===== src/rtl/vram_scan_arbiter_if.sv =====
// Bus bundles for the framebuffer arbiter: the drawing-client port and the
// single-port RAM port. The arbiter is the slave of the client bus and the master of the RAM bus.

interface vram_cl_if #(
    parameter int ADDR_W = 17,
    parameter int DATA_W = 16
);
    logic              cl_req;
    logic              cl_we;
    logic [ADDR_W-1:0] cl_addr;
    logic [DATA_W-1:0] cl_wdata;
    logic              cl_gnt;
    logic              cl_rvalid;
    logic [DATA_W-1:0] cl_rdata;

    modport master (
        output cl_req, cl_we, cl_addr, cl_wdata,
        input  cl_gnt, cl_rvalid, cl_rdata
    );

    modport slave (
        input  cl_req, cl_we, cl_addr, cl_wdata,
        output cl_gnt, cl_rvalid, cl_rdata
    );
endinterface

interface vram_mem_if #(
    parameter int ADDR_W = 17,
    parameter int DATA_W = 16
);
    logic              mem_en;
    logic              mem_we;
    logic [ADDR_W-1:0] mem_addr;
    logic [DATA_W-1:0] mem_wdata;
    logic [DATA_W-1:0] mem_rdata;

    modport master (
        output mem_en, mem_we, mem_addr, mem_wdata,
        input  mem_rdata
    );

    modport slave (
        input  mem_en, mem_we, mem_addr, mem_wdata,
        output mem_rdata
    );
endinterface


===== src/rtl/vram_scan_arbiter.sv =====
// Shares the framebuffer RAM between beam-locked display fetches and one drawing
// client, unpacks fetched words into pixel indices, and swaps frame bases at vblank.

module vram_scan_arbiter #(
    parameter int ADDR_W       = 17,
    parameter int DATA_W       = 16,
    parameter int PIX_PER_WORD = 4,
    parameter int H_VISIBLE    = 640,
    parameter int V_VISIBLE    = 480,
    parameter int H_TOTAL      = 800,
    parameter int V_TOTAL      = 521,
    localparam int PIX_W       = DATA_W / PIX_PER_WORD
) (
    input  logic              clk_pix,
    input  logic              resetn,
    input  logic [9:0]        hcount,
    input  logic [9:0]        vcount,
    input  logic              de,
    input  logic [ADDR_W-1:0] cfg_base,
    input  logic              cfg_swap,
    output logic              swap_done,
    vram_cl_if.slave          cl,
    vram_mem_if.master        mem,
    output logic [PIX_W-1:0]  pix_idx,
    output logic              pix_de
);

    localparam logic [9:0] H_LAST_FETCH = 10'(H_VISIBLE - 2 * PIX_PER_WORD);
    localparam logic [9:0] H_WRAP_FETCH = 10'(H_TOTAL - PIX_PER_WORD);
    localparam logic [9:0] V_VIS        = 10'(V_VISIBLE);
    localparam logic [9:0] V_LAST       = 10'(V_TOTAL - 1);
    localparam logic [9:0] PHASE_MASK   = 10'(PIX_PER_WORD - 1);

    logic [ADDR_W-1:0] active_base;
    logic [ADDR_W-1:0] pending_base;
    logic              pending;
    logic [ADDR_W-1:0] fetch_cnt;
    logic [ADDR_W-1:0] fetch_addr;
    logic [DATA_W-1:0] hold_word;
    logic [DATA_W-1:0] shift_word;
    logic              disp_rd_d;

    logic [9:0] next_line;
    logic       word_phase0;
    logic       disp_slot;
    logic       frame_fetch;
    logic       apply_cycle;

    assign next_line   = (vcount == V_LAST) ? 10'd0 : vcount + 10'd1;
    assign word_phase0 = (hcount & PHASE_MASK) == 10'd0;
    assign frame_fetch = (hcount == H_WRAP_FETCH) && (vcount == V_LAST);
    assign apply_cycle = (hcount == 10'd0) && (vcount == V_VIS);

    // Word 0 of each line is fetched at the end of the previous line so every
    // word lands one full word-time ahead of its first pixel.
    assign disp_slot = ((vcount < V_VIS) && word_phase0 && (hcount <= H_LAST_FETCH)) ||
                       ((hcount == H_WRAP_FETCH) && (next_line < V_VIS));

    assign fetch_addr = frame_fetch ? active_base : fetch_cnt;

    assign cl.cl_gnt   = cl.cl_req & ~disp_slot & ~resetn;
    assign cl.cl_rdata = cl.cl_rvalid ? mem.mem_rdata : '0;

    always_comb begin
        mem.mem_en    = 1'b0;
        mem.mem_we    = 1'b0;
        mem.mem_addr  = '0;
        mem.mem_wdata = '0;
        if (!resetn) begin
            if (disp_slot) begin
                mem.mem_en   = 1'b1;
                mem.mem_addr = fetch_addr;
            end else if (cl.cl_req) begin
                mem.mem_en    = 1'b1;
                mem.mem_we    = cl.cl_we;
                mem.mem_addr  = cl.cl_addr;
                mem.mem_wdata = cl.cl_wdata;
            end
        end
    end

    always_ff @(posedge clk_pix) begin
        if (resetn) begin
            fetch_cnt    <= '0;
            disp_rd_d    <= 1'b0;
            hold_word    <= '0;
            shift_word   <= '0;
            pix_idx      <= '0;
            pix_de       <= 1'b0;
            cl.cl_rvalid <= 1'b0;
        end else begin
            if (disp_slot) begin
                fetch_cnt <= fetch_addr + ADDR_W'(1);
            end
            disp_rd_d    <= disp_slot;
            cl.cl_rvalid <= cl.cl_gnt & ~cl.cl_we;

            // Holding register frees the RAM output for the next word while the
            // shift register is still draining the current one.
            if (disp_rd_d) begin
                hold_word <= mem.mem_rdata;
            end

            pix_de <= de;
            if (de && word_phase0) begin
                pix_idx    <= hold_word[PIX_W-1:0];
                shift_word <= hold_word >> PIX_W;
            end else if (de) begin
                pix_idx    <= shift_word[PIX_W-1:0];
                shift_word <= shift_word >> PIX_W;
            end else begin
                pix_idx <= '0;
            end
        end
    end

    always_ff @(posedge clk_pix) begin
        if (resetn) begin
            active_base  <= '0;
            pending_base <= '0;
            pending      <= 1'b0;
            swap_done    <= 1'b0;
        end else begin
            swap_done <= 1'b0;
            if (apply_cycle) begin
                // A request arriving in the apply cycle itself is newer than any pending one.
                if (cfg_swap) begin
                    active_base <= cfg_base;
                    pending     <= 1'b0;
                    swap_done   <= 1'b1;
                end else if (pending) begin
                    active_base <= pending_base;
                    pending     <= 1'b0;
                    swap_done   <= 1'b1;
                end
            end else if (cfg_swap) begin
                pending      <= 1'b1;
                pending_base <= cfg_base;
            end
        end
    end

endmodule


===== src/flat_wrapper.sv =====
// flat-port wrapper written by rule: the top's interface ports become plain ports
module vram_scan_arbiter_flat 
#(
    parameter int ADDR_W       = 17,
    parameter int DATA_W       = 16,
    parameter int PIX_PER_WORD = 4,
    parameter int H_VISIBLE    = 640,
    parameter int V_VISIBLE    = 480,
    parameter int H_TOTAL      = 800,
    parameter int V_TOTAL      = 521,
    localparam int PIX_W       = DATA_W / PIX_PER_WORD
)
  (clk_pix, resetn, hcount, vcount, de, cfg_base, cfg_swap, swap_done, pix_idx, pix_de, cl_cl_req, cl_cl_we, cl_cl_addr, cl_cl_wdata, cl_cl_gnt, cl_cl_rvalid, cl_cl_rdata, mem_mem_en, mem_mem_we, mem_mem_addr, mem_mem_wdata, mem_mem_rdata);
  vram_cl_if #(.ADDR_W(ADDR_W), .DATA_W(DATA_W)) cl_i ();
  vram_mem_if #(.ADDR_W(ADDR_W), .DATA_W(DATA_W)) mem_i ();
  input  logic clk_pix;
  input  logic resetn;
  input  logic [9:0] hcount;
  input  logic [9:0] vcount;
  input  logic de;
  input  logic [ADDR_W-1:0] cfg_base;
  input  logic cfg_swap;
  output logic swap_done;
  output logic [PIX_W-1:0] pix_idx;
  output logic pix_de;
  input wire logic [$bits(cl_i.cl_req)-1:0] cl_cl_req;
  input wire logic [$bits(cl_i.cl_we)-1:0] cl_cl_we;
  input wire logic [$bits(cl_i.cl_addr)-1:0] cl_cl_addr;
  input wire logic [$bits(cl_i.cl_wdata)-1:0] cl_cl_wdata;
  output wire logic [$bits(cl_i.cl_gnt)-1:0] cl_cl_gnt;
  output wire logic [$bits(cl_i.cl_rvalid)-1:0] cl_cl_rvalid;
  output wire logic [$bits(cl_i.cl_rdata)-1:0] cl_cl_rdata;
  output wire logic [$bits(mem_i.mem_en)-1:0] mem_mem_en;
  output wire logic [$bits(mem_i.mem_we)-1:0] mem_mem_we;
  output wire logic [$bits(mem_i.mem_addr)-1:0] mem_mem_addr;
  output wire logic [$bits(mem_i.mem_wdata)-1:0] mem_mem_wdata;
  input wire logic [$bits(mem_i.mem_rdata)-1:0] mem_mem_rdata;
  assign cl_i.cl_req = cl_cl_req;
  assign cl_i.cl_we = cl_cl_we;
  assign cl_i.cl_addr = cl_cl_addr;
  assign cl_i.cl_wdata = cl_cl_wdata;
  assign cl_cl_gnt = cl_i.cl_gnt;
  assign cl_cl_rvalid = cl_i.cl_rvalid;
  assign cl_cl_rdata = cl_i.cl_rdata;
  assign mem_mem_en = mem_i.mem_en;
  assign mem_mem_we = mem_i.mem_we;
  assign mem_mem_addr = mem_i.mem_addr;
  assign mem_mem_wdata = mem_i.mem_wdata;
  assign mem_i.mem_rdata = mem_mem_rdata;
  vram_scan_arbiter #(.ADDR_W(ADDR_W), .DATA_W(DATA_W), .PIX_PER_WORD(PIX_PER_WORD), .H_VISIBLE(H_VISIBLE), .V_VISIBLE(V_VISIBLE), .H_TOTAL(H_TOTAL), .V_TOTAL(V_TOTAL)) u_core (.clk_pix(clk_pix), .resetn(resetn), .hcount(hcount), .vcount(vcount), .de(de), .cfg_base(cfg_base), .cfg_swap(cfg_swap), .swap_done(swap_done), .cl(cl_i), .mem(mem_i), .pix_idx(pix_idx), .pix_de(pix_de));
endmodule

===== config.mk =====
export PLATFORM = sky130hd
export DESIGN_NAME = vram_scan_arbiter_flat
export DESIGN_NICKNAME = d
export VERILOG_FILES = /design/src/rtl/vram_scan_arbiter_if.sv /design/src/rtl/vram_scan_arbiter.sv /design/src/flat_wrapper.sv
export SDC_FILE = /design/constraint.sdc
export NUM_CORES = 1
export LEC_CHECK = 0
export CORE_MARGIN = 2
export CORE_UTILIZATION = 30
export DETAILED_ROUTE_END_ITERATION = 16
export PLACE_DENSITY_LB_ADDON = 0.08
export SLEW_MARGIN = 10
export SYNTH_ARGS = -nofsm -noshare
export SYNTH_HDL_FRONTEND = slang
export SYNTH_SLANG_ARGS = --single-unit
export TNS_END_PERCENT = 5

===== constraint.sdc =====
create_clock -name clk_pix -period 3.57 [get_ports clk_pix]
set_clock_uncertainty 0.2 [all_clocks]
set_input_delay 0.714 -clock clk_pix [delete_from_list [all_inputs] [get_ports clk_pix]]
set_output_delay 0.714 -clock clk_pix [all_outputs]
set_load 0.005 [all_outputs]

==> impl_metrics.tcl, run 1 <==
set metrics [dict create \
    synth_nets 673 \
    synth_cell_types 54 \
    antennaDiodeCount 0 \
    drv_slew 0 \
    setup_viol_count_final 0 \
    path_max_fanout 3 \
    p_switching_mw 0.5839 \
    cts_tree "done" \
    synthMuxAreaShare 0.1418 \
    viasPerCell 5.099 \
    syn2layout_area_growth_pct 52.68 \
    layout_min_cycle_time_ps 3555 \
    switching_share 0.2468 \
    seq_area_mm2 0.001762 \
    hold_viol_final 0 \
    gp_congestion 0.8434 \
    fmax_ghz 0.2813 \
    p_leak_nw 2.845 \
    grt_use_total 0.1829 \
    intPower_mw 1.782 \
    grt_first_pass_wirelength_um 25820 \
    insertion_delay_ps 340 \
    grt_max_degree 55 \
    pin_count 151 \
    synth-simple-area-share 0.2988 \
    ys_seq_area_frac 0.3611 \
    required_ps 2660 \
    slew_headroom 0.3007 \
    ys.warnings.count 0 \
    grt-ovfl-total 0 \
    dieArea_mm2 0.01730 \
    vias 5048 \
    whs_ps 253.0 \
    power_density_mw_per_mm2 317.6 \
    coreArea_mm2 0.01589 \
    final_cell_mix "clkdlybuf4s50_1, dfxtp_1, nor2_1" \
    p_seq_frac 0.433 \
    ys_top_cells_by_area "dfxtp_1, mux2i_1, nor2_1" \
    yosysTopAreaCellShare 0.3611 \
    dp_hpwl_um 11270 \
    route.detailed.drc 0 \
    first_pass_iters 4 \
    cts_sinks 88 \
    numCtsBuffers 9 \
    synthAdderAreaFrac 0.002565 \
    wire_per_inst_um 16.25 \
    syn_area_mm2 0.004878 \
    timing.final.crit_share 0.9959 \
    arrival_ps 2640 \
    cts-htree-levels 3 \
    postSynthAreaPerCell_um2 8.411 \
    start_util 0.3071 \
    total_power_mw 2.366 \
    mostFrequentLayoutCell "clkdlybuf4s50_1" \
    num_rows 46 \
    worstMarginPinSlew_ps 1047 \
    path_class "in2out" \
    die_height_um 131.5 \
    io_buffers 150 \
    ys_seq_elements 88 \
    hp-class "reg2reg" \
    synth_compound_area_frac 0.1485 \
    pwr-share-clk 0.420 \
    synth_top_area_cell "dfxtp_1" \
    place_area_mm2 0.006867 \
    multi_input_area_mm2 0.003032 \
    grt_pass1_vias 4932 \
    setup-tns-final_ps 0 \
    drt_wl_total_um 16090 \
    rsz0062_at_grt "yes" \
    status "finished clean" \
    ctsRootBufferMaster "clkbuf_16" \
    synth_top_family_by_area "simple AND/OR/NAND/NOR gates" \
    synth_xor_area_frac 0.003591 \
    fp.dieW_um 131.5 \
    end_kind "output port" \
    antenna_found_initial 0 \
    ir_worst_vdd_uv 172.6 \
    cap_violations 0 \
    fin_nets 862 \
    comb_power_share 0.147 \
    clock_path_buffers 2 \
    fin_area_mm2 0.007448 \
    netlist_instances 580 \
    fillers 1568 \
    ant_nets 0 \
    cp-start-kind "input pin" \
    path_clk_slew_ps 60 \
    drive_gt1_frac 0.1822 \
    drt_iter0_markers 258 \
]
-- synth_stat cells (all sizes together) --
cell type,number
a21oi,15
nand2,48
xnor2,1
inv,4
and4,4
o31ai,1
o21ai,13
or2,3
mux2i,68
buf,14
a22o,2
a311oi,9
ha,1
and3,15
nor4,6
and2,34
and3b,1
nand4b,3
or3,5
nand3b,1
o2bb2ai,14
nor3b,3
a22oi,1
a31oi,14
nand4,13
or4,10
a211oi,21
mux2,1
a221oi,2
nor3,17
dfxtp,88
xor2,1
clkbuf,27
nor4b,3
o21a,2
a21boi,2
nor2,75
nand2b,6
nand3,25
o211ai,5
o211a,2
-- metrics by stage --
stage / worst slack, ps / std cells / utilization
floorplan: 118.0 / 580 / -
global placement: -648.4 / 955 / 0.4323
detailed placement: -629.6 / 955 / 0.4323
CTS: -81.86 / 990 / 0.4664
global route: -72.61 / 990 / 0.4689
finish: 14.63 / 990 / 0.4689
-- registers in the layout (all words and copies together) (netlist names) --
register             flops
u_core.active_base      17
u_core.shift_word       12
u_core.disp_rd_d         1
u_core.pending_base     17
u_core.cl.cl_rvalid      1
u_core.fetch_cnt        17
u_core.swap_done         1
u_core.hold_word        16
u_core.pending           1
u_core.pix_de            1
u_core.pix_idx           4
-- final cells by class --
class	count	share of cell area
Tap cell	216	0.03628
Inverter	4	0.002016
Clock buffer	10	0.03208
Clock inverter	6	0.01008
Timing Repair Buffer	219	0.2760
Multi-Input combinational cell	447	0.4070
Sequential cell	88	0.2365
-- power groups by stage --
stage               clock, mW  sequential (mW)  combinational, mW
finish                  0.994             1.02              0.347
global route             1.06             1.03              0.372
CTS                      1.01             1.02              0.348
detailed placement          0             1.05              0.330
global placement            0             1.05              0.327
floorplan                   0             1.04              0.123
-- worst max-delay path: stages --
cell and delay, ps:
dlygate4sd2_1 270, or4_4 500, nor4_4 300, buf_4 190
mux2_4 310, a22o_1 220, buf_2 130
-- metal layers --
metal,wire (µm),global-route usage,part of all wire,vias up
met3,894,0.03858,0.056,26
met4,380,0.07005,0.024,0
met5,0,0,0,-
li1,-,-,-,2512
met1,7572,0.2374,0.47,2350
met2,7242,0.2973,0.45,160
-- cells by family after synthesis --
| kind of cell | after synthesis |
|---|---|
| compound gates | 103 |
| xor+xnor | 2 |
| simple gates | 272 |
| mux | 69 |
| flops | 88 |
| fa+ha+maj | 1 |
| buf+inv | 45 |
-- worst paths after layout --
check | startpoint | end | slack, ps | cells past startpoint
hold / removal | u_core.hold_word[0] | u_core.pix_idx[0] | 250 | 2
setup reg to reg | u_core.fetch_cnt[2] | u_core.fetch_cnt[15] | 1170 | 5
setup / recovery | hcount[6] | mem_mem_addr[1] | 10 | 7
hold reg to reg | u_core.hold_word[0] | u_core.pix_idx[0] | 250 | 2
-- what timing repair did --
action | in CTS | in global routing
setup buffers | 18 | 0
cloned | 2 | 0
setup endpoints to repair | 41 | 41
resized for setup | 153 | 13
hold buffers | 0 | 0
pin swaps | 16 | 2
Note: power is estimated with default switching activity, not from simulation.
==> inputs of run 2 (changes only) <==
--- a/config.mk
+++ b/config.mk
@@ -9,7 +9,6 @@
 export CORE_UTILIZATION = 30
 export DETAILED_ROUTE_END_ITERATION = 16
 export PLACE_DENSITY_LB_ADDON = 0.08
-export SLEW_MARGIN = 10
 export SYNTH_ARGS = -nofsm -noshare
 export SYNTH_HDL_FRONTEND = slang
 export SYNTH_SLANG_ARGS = --single-unit
==> constraint.sdc (replaced) <==
create_clock -name clk_pix -period 3.5 [get_ports clk_pix]
set_clock_uncertainty 0.2 [all_clocks]
set_input_delay 0.7 -clock clk_pix [delete_from_list [all_inputs] [get_ports clk_pix]]
set_output_delay 0.7 -clock clk_pix [all_outputs]
set_load 0.005 [all_outputs]
==> run 2 against run 1 <==
Worst setup slack better by 64 ps. Wire length down 1.4%. Non-clock buffer count grew 7. Cell count rose by 0.71%. Largest power group unchanged. Critical path depth is 1 higher. Sequential share of layout area is 0.17 points lower. Highest routed layer unchanged.
==> impl_metrics.tcl, run 2 (synthesis results as in run 1) <==
set metrics [dict create \
    status "finished clean" \
    layout_min_cycle_time_ps 3422 \
    drt_wl_total_um 15860 \
    timing.final.crit_share 0.9776 \
    gp_congestion 0.8421 \
    hold_viol_final 0 \
    intPower_mw 1.861 \
    path_clk_slew_ps 60 \
    worstMarginPinSlew_ps 1005 \
    slew_headroom 0.3289 \
    end_kind "output port" \
    arrival_ps 2520 \
    slowest_stage "or4_4" \
    fin_nets 869 \
    crit_family "simple AND/OR/NAND/NOR gates" \
    first_pass_iters 4 \
    cts-htree-levels 3 \
    cts_sinks 88 \
    dieArea_mm2 0.01730 \
    cap_violations 0 \
    ir_worst_vdd_uv 178.0 \
    top_regs "u_core.active_base (17), u_core.fetch_cnt (17), u_core.pending_base (17)" \
    coreArea_mm2 0.01589 \
    num_rows 46 \
    worstPathCellList "buf_6, or2_1, or4_4, nor4_4, buf_4, mux2_4, a22o_1, buf_2" \
    die_height_um 131.5 \
    p_leak_nw 2.937 \
    antenna_found_initial 0 \
    grt-ovfl-total 0 \
    setup-tns-final_ps 0 \
    mostFrequentLayoutCell "clkdlybuf4s50_1" \
    viasPerCell 5.126 \
    start_util 0.3071 \
    fillers 1579 \
    ctsRootBufferMaster "clkbuf_16" \
    power_density_mw_per_mm2 325.1 \
    switching_share 0.2369 \
    grt_pass1_vias 4827 \
    total_power_mw 2.439 \
    pwr-share-clk 0.429 \
    insertion_delay_ps 350 \
    drive_gt1_frac 0.2164 \
    grt_use_total 0.1797 \
    wire_per_inst_um 15.91 \
    final_cell_mix "clkdlybuf4s50_1, dfxtp_1, nor2_1" \
    p_switching_mw 0.5778 \
    p_seq_frac 0.429 \
    setup_viol_count_final 0 \
    fp.dieW_um 131.5 \
    antennaDiodeCount 0 \
    ant_nets 0 \
    cts_tree "done" \
    cts_hold_buf 0 \
    vias 5111 \
    io_buffers 150 \
    clock_path_buffers 2 \
    required_ps 2600 \
    drv_slew 0 \
    comb_power_share 0.143 \
    cp-start-kind "input pin" \
    path_max_fanout 3 \
    dp_hpwl_um 11160 \
    drt_iter0_markers 236 \
    hp-class "reg2reg" \
    grt_first_pass_wirelength_um 25330 \
    post-route-util 0.4723 \
    critPathBufInv 3 \
    max_stage_delay_ps 430 \
    route.detailed.drc 0 \
    fmax_ghz 0.2923 \
    path_class "in2out" \
    numCtsBuffers 9 \
    grt_max_degree 55 \
    pin_count 151 \
    syn2layout_area_growth_pct 53.78 \
]
==> run 2: metrics by stage <==
stage	instance area [µm²]	setup slack [ps]	hold slack [ps]	instances
final	7502	78.35	259.2	997
after global routing	7502	-70.08	283.7	997
after CTS	7488	-208.8	257.8	995
after detailed placement	6867	-674.6	244.6	955
after global placement	6867	-689.8	241.8	955
after floorplan	4878	61.99	231.2	580
==> run 2: worst register-to-register path, cell delays in order (launching register included) <==
cell and delay [ps]:
dfxtp_1 560, nand3_1 310, nor3_1 490, nand4_1 250
and3_1 240, nor3_1 140, a31oi_1 90
==> run 2: timing repair <==
item / 4_1_cts / 5_1_grt
setup buffers: 21 / 3
setup endpoints to repair: 41 / 41
gates cloned: 3 / 0
gates resized for setup: 181 / 27
pin swaps: 16 / 13
==> run 2: path summary, 6_finish.rpt <==
kind,start,endpoint,slack [ps],depth (start not counted)
hold / removal,u_core.hold_word[0],u_core.pix_idx[0],260,2
hold reg to reg,u_core.hold_word[0],u_core.pix_idx[0],260,2
setup reg to reg,u_core.active_base[2],u_core.fetch_cnt[15],1080,6
setup / recovery,hcount[0],mem_mem_addr[1],80,8
==> run 2: per-layer routing <==
layer  track usage  wire length [µm]  vias to the layer above  share of wire
met5             0                 0                        -              0
met3       0.03897               996                       17          0.063
met1        0.2305              7149                     2388           0.45
li1              -                 -                     2537              -
met4       0.07065               276                        0          0.017
met2        0.2938              7441                      169           0.47
==> run 2: area by class of cell <==
cell class | count | area, µm² | share of cell area
Clock buffer | 10 | 229.0 | 0.03052
Clock inverter | 6 | 90.09 | 0.01201
Inverter | 4 | 15.01 | 0.002001
Multi-Input combinational cell | 447 | 3077 | 0.4101
Sequential cell | 88 | 1762 | 0.2348
Tap cell | 216 | 270.3 | 0.03602
Timing Repair Buffer | 226 | 2059 | 0.2745
==> run 2: power by group through the flow <==
stage          combinational (mW)  clock [mW]  sequential (mW)
6_report                    0.348        1.05             1.05
5_1_grt                     0.375        1.11             1.05
4_1_cts                     0.350        1.07             1.04
3_5_place_dp                0.336           0             1.07
3_3_place_gp                0.333           0             1.07
2_1_floorplan               0.126           0             1.06
==> inputs of run 3 (changes only) <==
--- a/config.mk
+++ b/config.mk
@@ -5,7 +5,6 @@
 export SDC_FILE = /design/constraint.sdc
 export NUM_CORES = 1
 export LEC_CHECK = 0
-export CORE_MARGIN = 2
 export CORE_UTILIZATION = 30
 export DETAILED_ROUTE_END_ITERATION = 16
 export PLACE_DENSITY_LB_ADDON = 0.08
==> run 3 against run 2 <==
The flow now finishes with violations (negative setup slack). Critical endpoint unchanged. Cell count up 0.80%. Largest cell class unchanged. Maximum frequency down 3.0%. Via count up 1.6%. Largest power group unchanged. Global-route usage up 1.3 points. Core utilization up 0.91 points. Cell area up 1.9%. Critical path depth unchanged. Highest routed layer unchanged.
==> impl_metrics.tcl, run 3 (synthesis results as in run 1) <==
set metrics [dict create \
    arrival_ps 2630 \
    slew_headroom 0.3290 \
    hp-class "reg2reg" \
    setup-tns-final_ps -48.13 \
    fin_nets 877 \
    fin_ws_ps -25.75 \
    clock_path_buffers 2 \
    rrSetupSlack_ps 1020 \
    ir_worst_vdd_uv 269.6 \
    cts_hold_buf 0 \
    power_density_mw_per_mm2 318.1 \
    coreArea_mm2 0.01589 \
    violations "negative setup slack" \
    cp-start-kind "input pin" \
    insertion_delay_ps 360 \
    route.detailed.drc 0 \
    cap_violations 0 \
    fin_area_mm2 0.007647 \
    end_kind "output port" \
    ant_nets 0 \
    numCtsBuffers 9 \
    hold_viol_final 0 \
    dieArea_mm2 0.01678 \
    grt_first_pass_wirelength_um 25100 \
    drt_iter0_markers 274 \
    viasPerCell 5.167 \
    place_area_mm2 0.006887 \
    drt_wl_total_um 16250 \
    mostFrequentLayoutCell "clkdlybuf4s50_1" \
    timing.final.crit_share 1.007 \
    antenna_found_initial 0 \
    post-route-util 0.4814 \
    wire_per_inst_um 16.17 \
    path_max_fanout 3 \
    layout_min_cycle_time_ps 3526 \
    dp_hpwl_um 11180 \
    gp_congestion 0.8188 \
    required_ps 2600 \
    io_buffers 150 \
    pin_count 151 \
    cts_sinks 88 \
    p_leak_nw 2.966 \
    path_class "in2out" \
    final_cell_mix "clkdlybuf4s50_1, dfxtp_1, nor2_1" \
    cts-htree-levels 3 \
    top_regs "u_core.active_base (17), u_core.fetch_cnt (17), u_core.pending_base (17)" \
    grt-ovfl-total 0 \
    syn2layout_area_growth_pct 56.76 \
    worstMarginPinSlew_ps 1005 \
    cts_tree "done" \
    grt_use_total 0.1925 \
    drive_gt1_frac 0.2129 \
    num_rows 46 \
    drv_slew 0 \
    instances_no_fill 1005 \
    fmax_ghz 0.2836 \
    place_worst_setup_slack_ps -678.8 \
    path_clk_slew_ps 70 \
    rsz0062_at_grt "yes" \
    grt_pass1_vias 4935 \
    antennaDiodeCount 0 \
    dp.cells 956 \
    status "finished, violations left" \
    vias 5193 \
    ctsRootBufferMaster "clkbuf_16" \
    grt_max_degree 48 \
    start_util 0.3071 \
    die_height_um 129.5 \
    fp.dieW_um 129.5 \
    first_pass_iters 5 \
    setup_viol_count_final 2 \
]
run 3: power breakdown:
part,switching [mW],internal [mW]
logic,0.149,0.212
registers,0.0184,1.03
clock network,0.457,0.571
run 3: layout make-up:
cell class | instances | area, µm²
Clock buffer | 9 | 225.2
Clock inverter | 7 | 87.58
Fill cell | 1552 | 8238
Inverter | 4 | 17.52
Multi-Input combinational cell | 447 | 3107
Sequential cell | 88 | 1762
Tap cell | 216 | 270.3
Timing Repair Buffer | 234 | 2178
run 3: worst paths after layout:
kind                    startpoint              endpoint  cells past startpoint
max reg2reg  u_core.active_base[2]  u_core.fetch_cnt[15]                      6
min            u_core.hold_word[1]     u_core.pix_idx[1]                      2
min reg2reg    u_core.hold_word[1]     u_core.pix_idx[1]                      2
max                      hcount[1]       mem_mem_addr[1]                      8
run 3: metal layers:
layer	global-route usage	vias up	routed length, µm
li1	-	2543	-
met2	0.3245	206	7556
met3	0.03055	25	1113
met5	0	-	0
met4	0.07387	0	298
met1	0.2467	2419	7285
run 3: worst max-delay path, cell delays in order:
cell    delay [ps]
buf_6           90
or2_1          230
or4_4          530
nor4_4         230
buf_4          180
mux2_4         310
a22o_1         210
buf_2          130
run 3: what timing repair did:
action,in CTS,in global routing
resized for setup,172,26
endpoints found under the setup margin,41,74
cloned,3,0
pin swaps,23,19
buffers inserted,28,3
run 3: metrics by stage:
step           power, mW  hold slack, ps
2_1_floorplan      1.186           231.2
3_3_place_gp       1.401           241.6
3_5_place_dp       1.406           246.4
4_1_cts            2.457           257.1
5_1_grt            2.528           278.6
6_report           2.433           255.7
